<file path="config.mk">
export PLATFORM = sky130hd
export DESIGN_NAME = call_stack
export DESIGN_NICKNAME = d
export VERILOG_FILES = /design/src/rtl/call_stack.sv
export SDC_FILE = /design/constraint.sdc
export NUM_CORES = 1
export LEC_CHECK = 0
export BUFFER_PORTS_ARGS = -buffer_cell sky130_fd_sc_hd__buf_2
export CAP_MARGIN = 25
export CORE_MARGIN = 2
export CORE_UTILIZATION = 31
export DETAILED_ROUTE_END_ITERATION = 16
export GPL_TIMING_DRIVEN = 0
export PLACE_DENSITY = 0.49
export SYNTH_ARGS = -nofsm -noshare
export SYNTH_HDL_FRONTEND = slang
export SYNTH_SLANG_ARGS = --single-unit
</file>
<file path="constraint.sdc">
create_clock -name clk -period 2.55 [get_ports clk]
set_input_delay 0.255 -clock clk [delete_from_list [all_inputs] [get_ports clk]]
set_output_delay 0.255 -clock clk [all_outputs]
set_load 0.005 [all_outputs]
</file>
<file path="src/rtl/call_stack.sv">
// call_stack: LIFO frame store for the recursive Fibonacci engine.
//
// This block is the responder end of the stack controller's push/pop
// protocol. It accepts one request at a time while idle. It stores or returns
// a packed call frame {ret[1:0], n[7:0], flag[7:0]}, and it acknowledges every
// accepted request, including rejected ones, with a one-cycle done pulse.
//
// Build option:
//   CALL_STACK_GUARD_EN  When defined, overflow pushes and underflow pops are
//                        rejected and set err. When undefined, there is no
//                        guard: the pointer wraps modulo 2*DEPTH, and
//                        overflow/underflow are left to the software contract.
//
// Ports:
//   clk        rising-edge clock
//   rst_n      asynchronous active-low reset
//   push       push request (sampled in IDLE)
//   pop        pop request (sampled in IDLE)
//   push_data  frame to store, sampled with push
//   pop_data   frame returned by the last successful pop (registered)
//   done       one-cycle acknowledge of each accepted request
//   empty      count == 0
//   full       count == DEPTH
//   count      number of stored frames
//   err        sticky error flag, cleared only by reset
module call_stack #(
  parameter int unsigned DEPTH = 16,
  parameter int unsigned WIDTH = 18
) (
  input  logic                     clk,
  input  logic                     rst_n,
  input  logic                     push,
  input  logic                     pop,
  input  logic [WIDTH-1:0]         push_data,
  output logic [WIDTH-1:0]         pop_data,
  output logic                     done,
  output logic                     empty,
  output logic                     full,
  output logic [$clog2(DEPTH):0]   count,
  output logic                     err
);

  localparam int unsigned AW = $clog2(DEPTH);
  localparam int unsigned CW = AW + 1;
  localparam logic [CW-1:0] SP_FULL = CW'(DEPTH);

  typedef enum logic [0:0] {
    IDLE = 1'b0,
    ACK  = 1'b1
  } state_t;

  state_t           state;
  logic [CW-1:0]    sp;
  logic [WIDTH-1:0] mem [DEPTH];

  logic             accept;
  logic             illegal;
  logic             do_push;
  logic             do_pop;
  logic             reject;
  logic             is_full;
  logic             is_empty;
  logic [AW-1:0]    wr_idx;
  logic [AW-1:0]    rd_idx;

  assign is_full  = (sp == SP_FULL);
  assign is_empty = (sp == '0);

  // The low pointer bits address the memory. An unguarded overflow therefore
  // lands on slot 0, and an unguarded underflow reads slot DEPTH-1.
  assign wr_idx = sp[AW-1:0];
  assign rd_idx = AW'(sp - CW'(1));

  always_comb begin
    accept  = (state == IDLE) && (push || pop);
    illegal = push && pop;
`ifdef CALL_STACK_GUARD_EN
    do_push = accept && push && !pop && !is_full;
    do_pop  = accept && pop && !push && !is_empty;
    reject  = accept && ((push && !pop && is_full) || (pop && !push && is_empty));
`else
    do_push = accept && push && !pop;
    do_pop  = accept && pop && !push;
    reject  = 1'b0;
`endif
  end

  always_ff @(posedge clk or negedge rst_n) begin
    if (!rst_n) begin
      state <= IDLE;
    end else begin
      unique case (state)
        IDLE:    if (accept) state <= ACK;
        ACK:     state <= IDLE;
        default: state <= IDLE;
      endcase
    end
  end

  always_ff @(posedge clk or negedge rst_n) begin
    if (!rst_n) begin
      sp <= '0;
    end else if (do_push) begin
      sp <= sp + CW'(1);
    end else if (do_pop) begin
      sp <= sp - CW'(1);
    end
  end

  // Frame storage is not reset. Slots at or above sp hold stale data.
  always_ff @(posedge clk) begin
    if (do_push) mem[wr_idx] <= push_data;
  end

  always_ff @(posedge clk or negedge rst_n) begin
    if (!rst_n) begin
      pop_data <= '0;
    end else if (do_pop) begin
      pop_data <= mem[rd_idx];
    end
  end

  always_ff @(posedge clk or negedge rst_n) begin
    if (!rst_n) begin
      err <= 1'b0;
    end else if (accept && (illegal || reject)) begin
      err <= 1'b1;
    end
  end

  assign done  = (state == ACK);
  assign count = sp;
  assign empty = is_empty;
  assign full  = is_full;

endmodule

</file>
# After elaboration in Yosys (flattened, before gate mapping)
# Memory sizes are Yosys's and may differ from the RTL's. A register that Yosys moved wholly into a read port is not among the register bits.
# Index checks and enable logic that the tools add are counted.
# word_totals
regBits	7
latchBits	0
ram_bits	288
rom_bits	0
inputBits	22
output_inout_bits	27
elab_cells	27
mem_count	1
# op_classes
add_sub_neg	2
multipliers	0
div_mod_pow	0
magnitude_cmp	0
eq_ne	1
shifts	0
n_mux	6
n_bitwise	1
n_reduce_logical	13
# mem_list
memory	depth	width	rd	rd_clocked_by_memory_dff	write_ports	line_no	text
mem	16	18	1	1	1	54	logic [WIDTH-1:0] mem [DEPTH];
# op_table
operator	n
5-bit two-way mux	2
1-bit logical AND	7
5-bit by 1-bit adder with 5-bit output (second input constant)	1
5-bit equality test (second input constant)	1
5-bit logical NOT	1
5-bit by 1-bit subtractor with 5-bit output (second input constant)	1
1-bit logical NOT	3
1-bit two-way mux	3
1-bit case mux with 2 select lines	1
2-bit nonzero test	1
1-bit logical OR	1
1-bit NOT	1

# Longest topological paths before layout
# Gate-level depths: netlist of the first run.
# logic_depth
ltp_word	6
depth_mapped	11

# Worst setup path before layout of the first run
# No wires, ideal clock.
# synth_timing
kind	reg2reg
startpoint	register sp[0] (netlist: count[0])
endpoint	memory mem[0][0], enable pin
setup_time_ps	392
t_arrival_ps	1905
slack_ps	253
path_stages_with_launch	7
n_path_buf	2
synth_period_minus_slack_ps	2297
path_cell_list	dfrtp_1 -> buf_6 -> inv_2 -> ha_1 -> buf_6 -> nand2_1 -> nor2_1
# synth_lines
item	line_no	text
start, declared	53	logic [CW-1:0] sp;
start signal, assigned	104	sp <= sp + CW'(1);
start signal, assigned	106	sp <= sp - CW'(1);
end, declared	54	
# Straight into the memory's write port.

# Worst setup path in the final report of the first run
# layout_timing
startpoint	register sp[0] (netlist: count[0])
endpoint	register pop_data[5] (read register of mem)
# layout_via
elab_chain_len	1
# layout_rtl
item	line_no	text
5-bit by 1-bit subtractor with 5-bit output	--	
end, declared	35	output logic [WIDTH-1:0] pop_data,
# Every way passes these cells.
# A chain may end at the register's enable or synchronous reset.

==> parameters.txt, run 1 <==
Parameter                              Value

Critical path
  CP Launch Type ... flop
  Data required time at the worst endpoint ... between 2000 and 3000 ps
  CP endpoint kind ... flop
  CP arrival ... around 3000 ps
  Start-to-end type of the worst setup path ... reg -> reg
  R2R Setup Slk ... 50 ps
  Worst Path Max Fanout ... 10

CTS
  TritonCTS Buffers ... 34
  CTS H-Tree Depth ... 2
  Clk Latency, worst-skew pair ... ~500 ps
  Number of sinks driven by the clock tree ... 313
  Register clock-pin slew on the reported worst setup and hold paths ... approximately 60 ps
  Root Buffer Master ... sky130_fd_sc_hd__clkbuf_16
  TritonCTS clock tree ... built
  Worst-case clock buffer depth ... 3

Placement
  Pre-CTS setup slack ... -282 ps
  Number of buffers added on ports ... 48
  Half-perimeter wire length after placement ... between 15000 and 20000 µm
  Last weighted congestion value of the routability-driven placer ... 0.787
  Standard cell area after detailed placement ... 13300 µm²

Detailed routing
  Length of the first detailed-routing pass in iterations ... 5
  Number of nets with antenna violations after routing ... 0
  DRC violation count after routing ... 0
  Initial detailed-routing violation count ... 477
  Vias ... about 7000
  Avg WL per Cell ... around 22 µm
  Final wirelength ... a little over 30000 µm
  Via density ... 4.84

Logic synthesis
  Mean instance size in the synthesized netlist ... roughly 16 µm²
  Number of standard cells after synthesis ... between 700 and 800
  Most common cell in the synthesized netlist ... sky130_fd_sc_hd__edfxtp_1
  Cell variety after synth ... 36
  Portion of synthesized cell area occupied by the leading cell type ... a little over two thirds
  Number of nets in the synthesized netlist ... ~790
  FFs w/ async S/R, synth ... under 10%
  Sequential-to-total area share from yosys stat ... around 76%
  Post-synth EDFFs ... approximately 290
  Commonest cells in the synthesized netlist ... sky130_fd_sc_hd__edfxtp_1 (288), sky130_fd_sc_hd__nand2_1 (132), sky130_fd_sc_hd__mux2i_1 (87), sky130_fd_sc_hd__a22oi_1 (37), sky130_fd_sc_hd__nand3_1 (36)
  Synthesized area ... 12300 µm²
  Post-synthesis cell type with the largest combined area ... sky130_fd_sc_hd__edfxtp_1
  Warning count from the yosys run ... 0
  Top FF cell, synth ... sky130_fd_sc_hd__edfxtp_1
  Number of synthesized register bits ... 313
  Cell types occupying the most area after synthesis ... sky130_fd_sc_hd__edfxtp_1 (70%), sky130_fd_sc_hd__mux2i_1 (7.1%), sky130_fd_sc_hd__dfrtp_1 (5.1%)

Final layout
  Layout-stage area growth over the synthesis result ... 19.8%
  Diodes inserted ... 0
  Final Net Count ... roughly 900
  Fraction of layout instances using a drive strength above 1 ... 19.8%
  Final design area excluding fillers ... ~15000 µm²
  Layout Utilization ... between 30% and 40%
  Fill count ... roughly 3700

Global routing
  Number of antenna violations at the first check in global routing ... 0
  Wire length of the first global-routing pass ... between 40000 and 50000 µm
  Total routing resource utilization after global routing ... 15.0%
  Vias in the first global route ... a little under 7000
  Total overflow reported by the global router ... 0
  Maximum number of pins on one net before global-route repair ... 26

STA
  Max Clock Freq ... about 0.40 GHz
  Post-route worst hold slack ... 90.4 ps
  Actual slew at the worst max-slew pin ... around 1000 ps
  Worst slew margin relative to its limit ... between 30% and 40%
  Min cycle time layout ... 2500 ps
  Number of failing hold endpoints at the final stage ... 0
  Worst clock skew ... about 18 ps
  Final clock period utilization by the worst path ... 98.0%
  Final setup margin ... roughly 51 ps
  Slew Limit Fails ... 0
  Number of setup violations in the final report ... 0

Pwr
  Ratio of total power to cell area ... between 1000 and 1500 nW/µm²
  Maximum ir drop on the vdd rail ... 0.671 mV
  Leakage ... 0.00521 µW
  Sequential share of power ... between 30% and 40%
  Pwr Total ... about 18000 µW
  Switching power ... between 6000 and 7000 µW
  Part of the total power dissipated in the clock network ... between 20% and 30%
  Switching power share of the total ... a little over a third
  Share of total power in combinational logic ... between 40 and 50%
  Internal power component ... roughly 12000 µW

Floorplanning
  Core footprint ... 38800 µm²
  FP Rows ... 72
  Area of the die ... 41200 µm²
  Die X-Extent ... 203 µm
  Die height ... between 200 and 250 µm
  Number of ports placed on the die boundary ... between 40 and 50
  Initial Util ... 31.6%

Run status
  Status ... complete, no violations

Worst hold path
  Worst hold path class ... in -> reg

Run
  Number of violations of the max-capacitance limit ... 0
[kinds of logic (layout without fill, tap and decap cells)]
logic type | Yosys count | count (layout) | synth area share [%]
flops | 313 | 313 | 75.5
compound gates | 77 | 77 | 4.99
fa+ha+maj | 4 | 4 | 0.408
mux | 89 | 89 | 7.46
xor+xnor | 7 | 7 | 0.714
simple gates | 231 | 231 | 8.62
buf+inv | 44 | 175 | 2.26
[path summary, 6_finish.rpt]
check | startpoint | endpoint | cells after the start
max | count[0] | pop_data[5] | 11
min | pop | done | 3
max reg2reg | count[0] | pop_data[5] | 11
min reg2reg | pop_data[10] | pop_data[10] | 2
max in group asynchronous | rst_n | count[1] | 2
min in group asynchronous | rst_n | count[3] | 2
[layout by cell type (no fill, tap or decap), drive strengths merged, types with 3 or more instances in the layout]
cell type,count
dfrtp,25
nand3,36
clkbuf,55
mux2i,87
nand2,132
clkinv,11
buf,101
nor2b,3
ha,4
nor2,18
xnor2,4
nand4,19
and2,17
a22oi,37
edfxtp,288
a32oi,34
inv,4
xor2,3
[metrics by stage]
stage	cells	setup TNS, ps
3_5_place_dp	1338	-4550
4_1_cts	1399	0
6_report	1414	0
5_1_grt	1414	-7.61
2_1_floorplan	765	0
3_3_place_gp	1331	-20350
[cell type report]
cell class / count / area (µm²) / share of cell area [%]
inverter: 3 / 13.8 / 0.0936
clock buffer: 45 / 913 / 6.21
timing repair buffer: 72 / 631 / 4.29
multi-input combinational: 408 / 2780 / 18.9
buffer: 40 / 313 / 2.13
tap: 518 / 648 / 4.41
sequential: 313 / 9280 / 63.1
clock inverter: 15 / 125 / 0.851
[sequential cells by signal (all words and copies together) (netlist names)]
register  cells
pop_data     18
err           1
count         5
done          1
mem         288
[metal layers]
layer	part of all wire [%]	up-vias	routed length (µm)	global-route usage [%]
li1	-	3161	-	-
met1	46	3516	14200	20.8
met2	48	134	15000	24.7
met3	4.1	38	1260	2.23
met4	1.9	0	592	3.81
met5	0	-	0	0
[power by group through the flow]
stage | registers (µW) | clock network [µW] | logic (µW)
after floorplan | 6190 | 0 | 4470
after global placement | 6250 | 0 | 6700
after detailed placement | 6240 | 0 | 6750
after CTS | 6140 | 4740 | 6980
after global routing | 6150 | 4960 | 7920
final | 6120 | 4640 | 7310
[critical path, stage by stage, from the launching register on]
cell and delay, ps:
sky130_fd_sc_hd__dfrtp_2 430, sky130_fd_sc_hd__buf_8 170, sky130_fd_sc_hd__inv_4 120, sky130_fd_sc_hd__ha_1 170, sky130_fd_sc_hd__buf_6 150, sky130_fd_sc_hd__xor2_4 300, sky130_fd_sc_hd__buf_8 180, sky130_fd_sc_hd__buf_8 170
sky130_fd_sc_hd__nand2_1 70, sky130_fd_sc_hd__a32oi_1 270, sky130_fd_sc_hd__nand4_1 270, sky130_fd_sc_hd__nand2_1 110
[timing repair]
action	4_1_cts	5_1_grt
hold endpoints to repair	25	0
gates cloned	0	1
pin swaps	3	5
setup endpoints to repair	18	17
gates resized for setup	23	12
setup buffers	0	10
hold buffers	1	0
No activity file was read; power rests on OpenSTA's default activity.
==> run 2, diff against run 1 <==
--- a/config.mk
+++ b/config.mk
@@ -8,10 +8,10 @@
 export BUFFER_PORTS_ARGS = -buffer_cell sky130_fd_sc_hd__buf_2
 export CAP_MARGIN = 25
 export CORE_MARGIN = 2
-export CORE_UTILIZATION = 31
+export CORE_UTILIZATION = 28
 export DETAILED_ROUTE_END_ITERATION = 16
 export GPL_TIMING_DRIVEN = 0
-export PLACE_DENSITY = 0.49
+export PLACE_DENSITY = 0.45
 export SYNTH_ARGS = -nofsm -noshare
 export SYNTH_HDL_FRONTEND = slang
 export SYNTH_SLANG_ARGS = --single-unit
==> run 2 against run 1 <==
Effect of this change:
- final cell count grew 5.0%
- critical endpoint is now pop_data[3]
- count of clock-buffer cells in the layout grew 3
- register-to-register slack gained 50 ps
- fmax increased by 2.1%
- sequential cell count is the same
- largest power group unchanged
- die area up 10%
- critical path depth did not move
- worst hold slack worse by 70 ps
- sequential share of layout area decreased by 0.75 points
==> parameters.txt, run 2 (synthesized netlist as in run 1, its figures left out) <==
Parameter                              Value

Run status
  Status ... complete, no violations

CTS
  Worst-case clock buffer depth ... 3
  CTS H-Tree Depth ... 2
  Number of sinks driven by the clock tree ... approximately 310
  Register clock-pin slew on the reported worst setup and hold paths ... 60 ps
  TritonCTS clock tree ... built
  Root Buffer Master ... sky130_fd_sc_hd__clkbuf_16
  Clk Latency, worst-skew pair ... approximately 500 ps
  TritonCTS Buffers ... 36

Final layout
  Final Net Count ... ~900
  Final design area excluding fillers ... 14900 µm²
  Most frequent standard cell in the layout excluding fill and tap cells ... sky130_fd_sc_hd__edfxtp_1
  Layout Utilization ... between 30% and 40%
  Layout-stage area growth over the synthesis result ... 21.2%
  Fraction of layout instances using a drive strength above 1 ... 20.1%
  Top reg by flops ... mem
  Diodes inserted ... 0
  Number of flip-flops in the largest register ... 288
  Top library cells by usage in the layout, fill and taps aside ... sky130_fd_sc_hd__edfxtp_1 (288), sky130_fd_sc_hd__nand2_1 (132), sky130_fd_sc_hd__mux2i_1 (87)

Floorplanning
  FP Rows ... 76
  Number of ports placed on the die boundary ... 49
  Die height ... around 210 µm
  Die X-Extent ... 213 µm
  Area of the die ... between 40000 and 50000 µm²
  Core footprint ... about 43000 µm²
  Initial Util ... between 20% and 30%

Pwr
  Leakage ... approximately 0.0052 µW
  Ratio of total power to cell area ... approximately 1200 nW/µm²
  Maximum ir drop on the vdd rail ... 0.587 mV

Global routing
  Total overflow reported by the global router ... 0
  Maximum number of pins on one net before global-route repair ... 26
  Wire length of the first global-routing pass ... roughly 47000 µm
  Number of antenna violations at the first check in global routing ... 0
  Total routing resource utilization after global routing ... roughly 14%
  Vias in the first global route ... 6786

STA
  Worst clock skew ... approximately 10 ps
  Number of setup violations in the final report ... 0
  Actual slew at the worst max-slew pin ... around 1000 ps
  Min cycle time layout ... between 2000 and 2500 ps
  Final clock period utilization by the worst path ... 96.0%
  Setup repair after global routing missed its margin ... true
  Slew Limit Fails ... 0
  Number of failing hold endpoints at the final stage ... 0
  Max Clock Freq ... 0.409 GHz
  Worst slew margin relative to its limit ... 32.3%

Placement
  Number of buffers added on ports ... 48
  Standard cell area after detailed placement ... between 10000 and 15000 µm²
  Half-perimeter wire length after placement ... approximately 21000 µm
  Last weighted congestion value of the routability-driven placer ... between 0.7 and 0.8

Critical path
  Reg2reg end ... pop_data[3]
  Data required time at the worst endpoint ... 2990 ps
  Worst R2R Start ... count[0]
  R2R Setup Slk ... about 100 ps
  Worst Path Max Fanout ... 10
  Start-to-end type of the worst setup path ... reg -> reg
  CP Launch Type ... flop
  CP arrival ... 2890 ps
  Number of cells on the worst reg-to-reg path ... 11
  CP endpoint kind ... flop

Worst hold path
  Worst hold path class ... in -> reg
  Start point of the worst hold path ... push
  Endpoint of the worst hold path ... done
  Number of cells traversed by the worst hold path ... 3

Detailed routing
  Final wirelength ... between 30000 and 40000 µm
  Vias ... roughly 6800
  Via density ... ~4.6
  Length of the first detailed-routing pass in iterations ... 5
  Number of nets with antenna violations after routing ... 0
  DRC violation count after routing ... 0
  Initial detailed-routing violation count ... between 400 and 500
  Avg WL per Cell ... around 21 µm

Run
  Number of violations of the max-capacitance limit ... 0
-- run 2: cell count changes in the layout (fill, tap and decap cells not counted), moves of 2 or more --
cell | before | now
sky130_fd_sc_hd__clkinv_2 | 6 | 3
sky130_fd_sc_hd__clkbuf_1 | 10 | 8
sky130_fd_sc_hd__clkbuf_8 | 0 | 3
sky130_fd_sc_hd__buf_2 | 60 | 62
-- run 2: timing repair --
action / CTS / global route
setup buffers: 2 / 7
hold endpoints to repair: 26 / 0
gates resized for setup: 19 / 17
pin swaps: 3 / 5
endpoints found under the setup margin: 36 / 17
hold buffers: 2 / 0
-- run 2: metrics by stage --
step                      total power (µW)  hold slack (ps)  setup slack (ps)  TNS, ps  std cells
final                                18200             20.2               103        0       1485
after CTS                            18200            0.295              4.84        0       1474
after global placement               13000              355              -765   -34600       1398
after detailed placement             13100              341              -513   -12360       1408
after floorplan                      10700            -40.6               253        0        765
after global routing                 19300             39.9             -15.8    -37.6       1485
-- run 2: how the worst max path moves through the flow --
| stage | from | to | slack [ps] | cells after the start |
|---|---|---|---|---|
| floorplan | count[0] | mem[0][0] | 250 | 6 |
| global placement | count[0] | mem[0][9] | -770 | 6 |
| detailed placement | count[0] | pop_data[15] | -510 | 9 |
| CTS | done | mem[4][4] | 5 | 4 |
| global route | count[0] | pop_data[12] | -20 | 11 |
| finish | count[0] | pop_data[3] | 100 | 11 |
-- run 2: worst max-delay path: stages (launching register included) --
cell and delay, ps:
sky130_fd_sc_hd__dfrtp_2 420, sky130_fd_sc_hd__buf_6 170, sky130_fd_sc_hd__inv_4 120, sky130_fd_sc_hd__ha_1 170, sky130_fd_sc_hd__buf_6 170, sky130_fd_sc_hd__xor2_4 240
sky130_fd_sc_hd__buf_8 180, sky130_fd_sc_hd__buf_4 210, sky130_fd_sc_hd__nand2_1 70, sky130_fd_sc_hd__a32oi_1 250, sky130_fd_sc_hd__nand4_1 250, sky130_fd_sc_hd__nand2_1 120
-- run 2: layer usage --
metal	GRT usage [%]	part of all wire [%]	up-vias
met5	0	0	-
met4	3.47	1.6	0
met3	2.30	4.2	38
met2	23.7	49	130
met1	19.5	46	3452
li1	-	-	3174
-- run 2: layout make-up --
| cell class | count | area [µm²] |
|---|---|---|
| fillers | 4226 | 28300 |
| inverters | 3 | 13.8 |
| repair buffers | 73 | 638 |
| clock inverters | 14 | 121 |
| flip-flops and latches | 313 | 9280 |
| plain buffers | 41 | 314 |
| clock buffers | 48 | 997 |
| multi-input cells | 408 | 2790 |
| well taps | 585 | 732 |
-- run 2: power breakdown --
group	leakage, µW	switching, µW	total (µW)	internal [µW]
clock network	0.000541	1940	4880	2940
registers	0.00289	197	6130	5930
logic	0.00181	4410	7210	2800
total	0.00524	6550	18200	11700
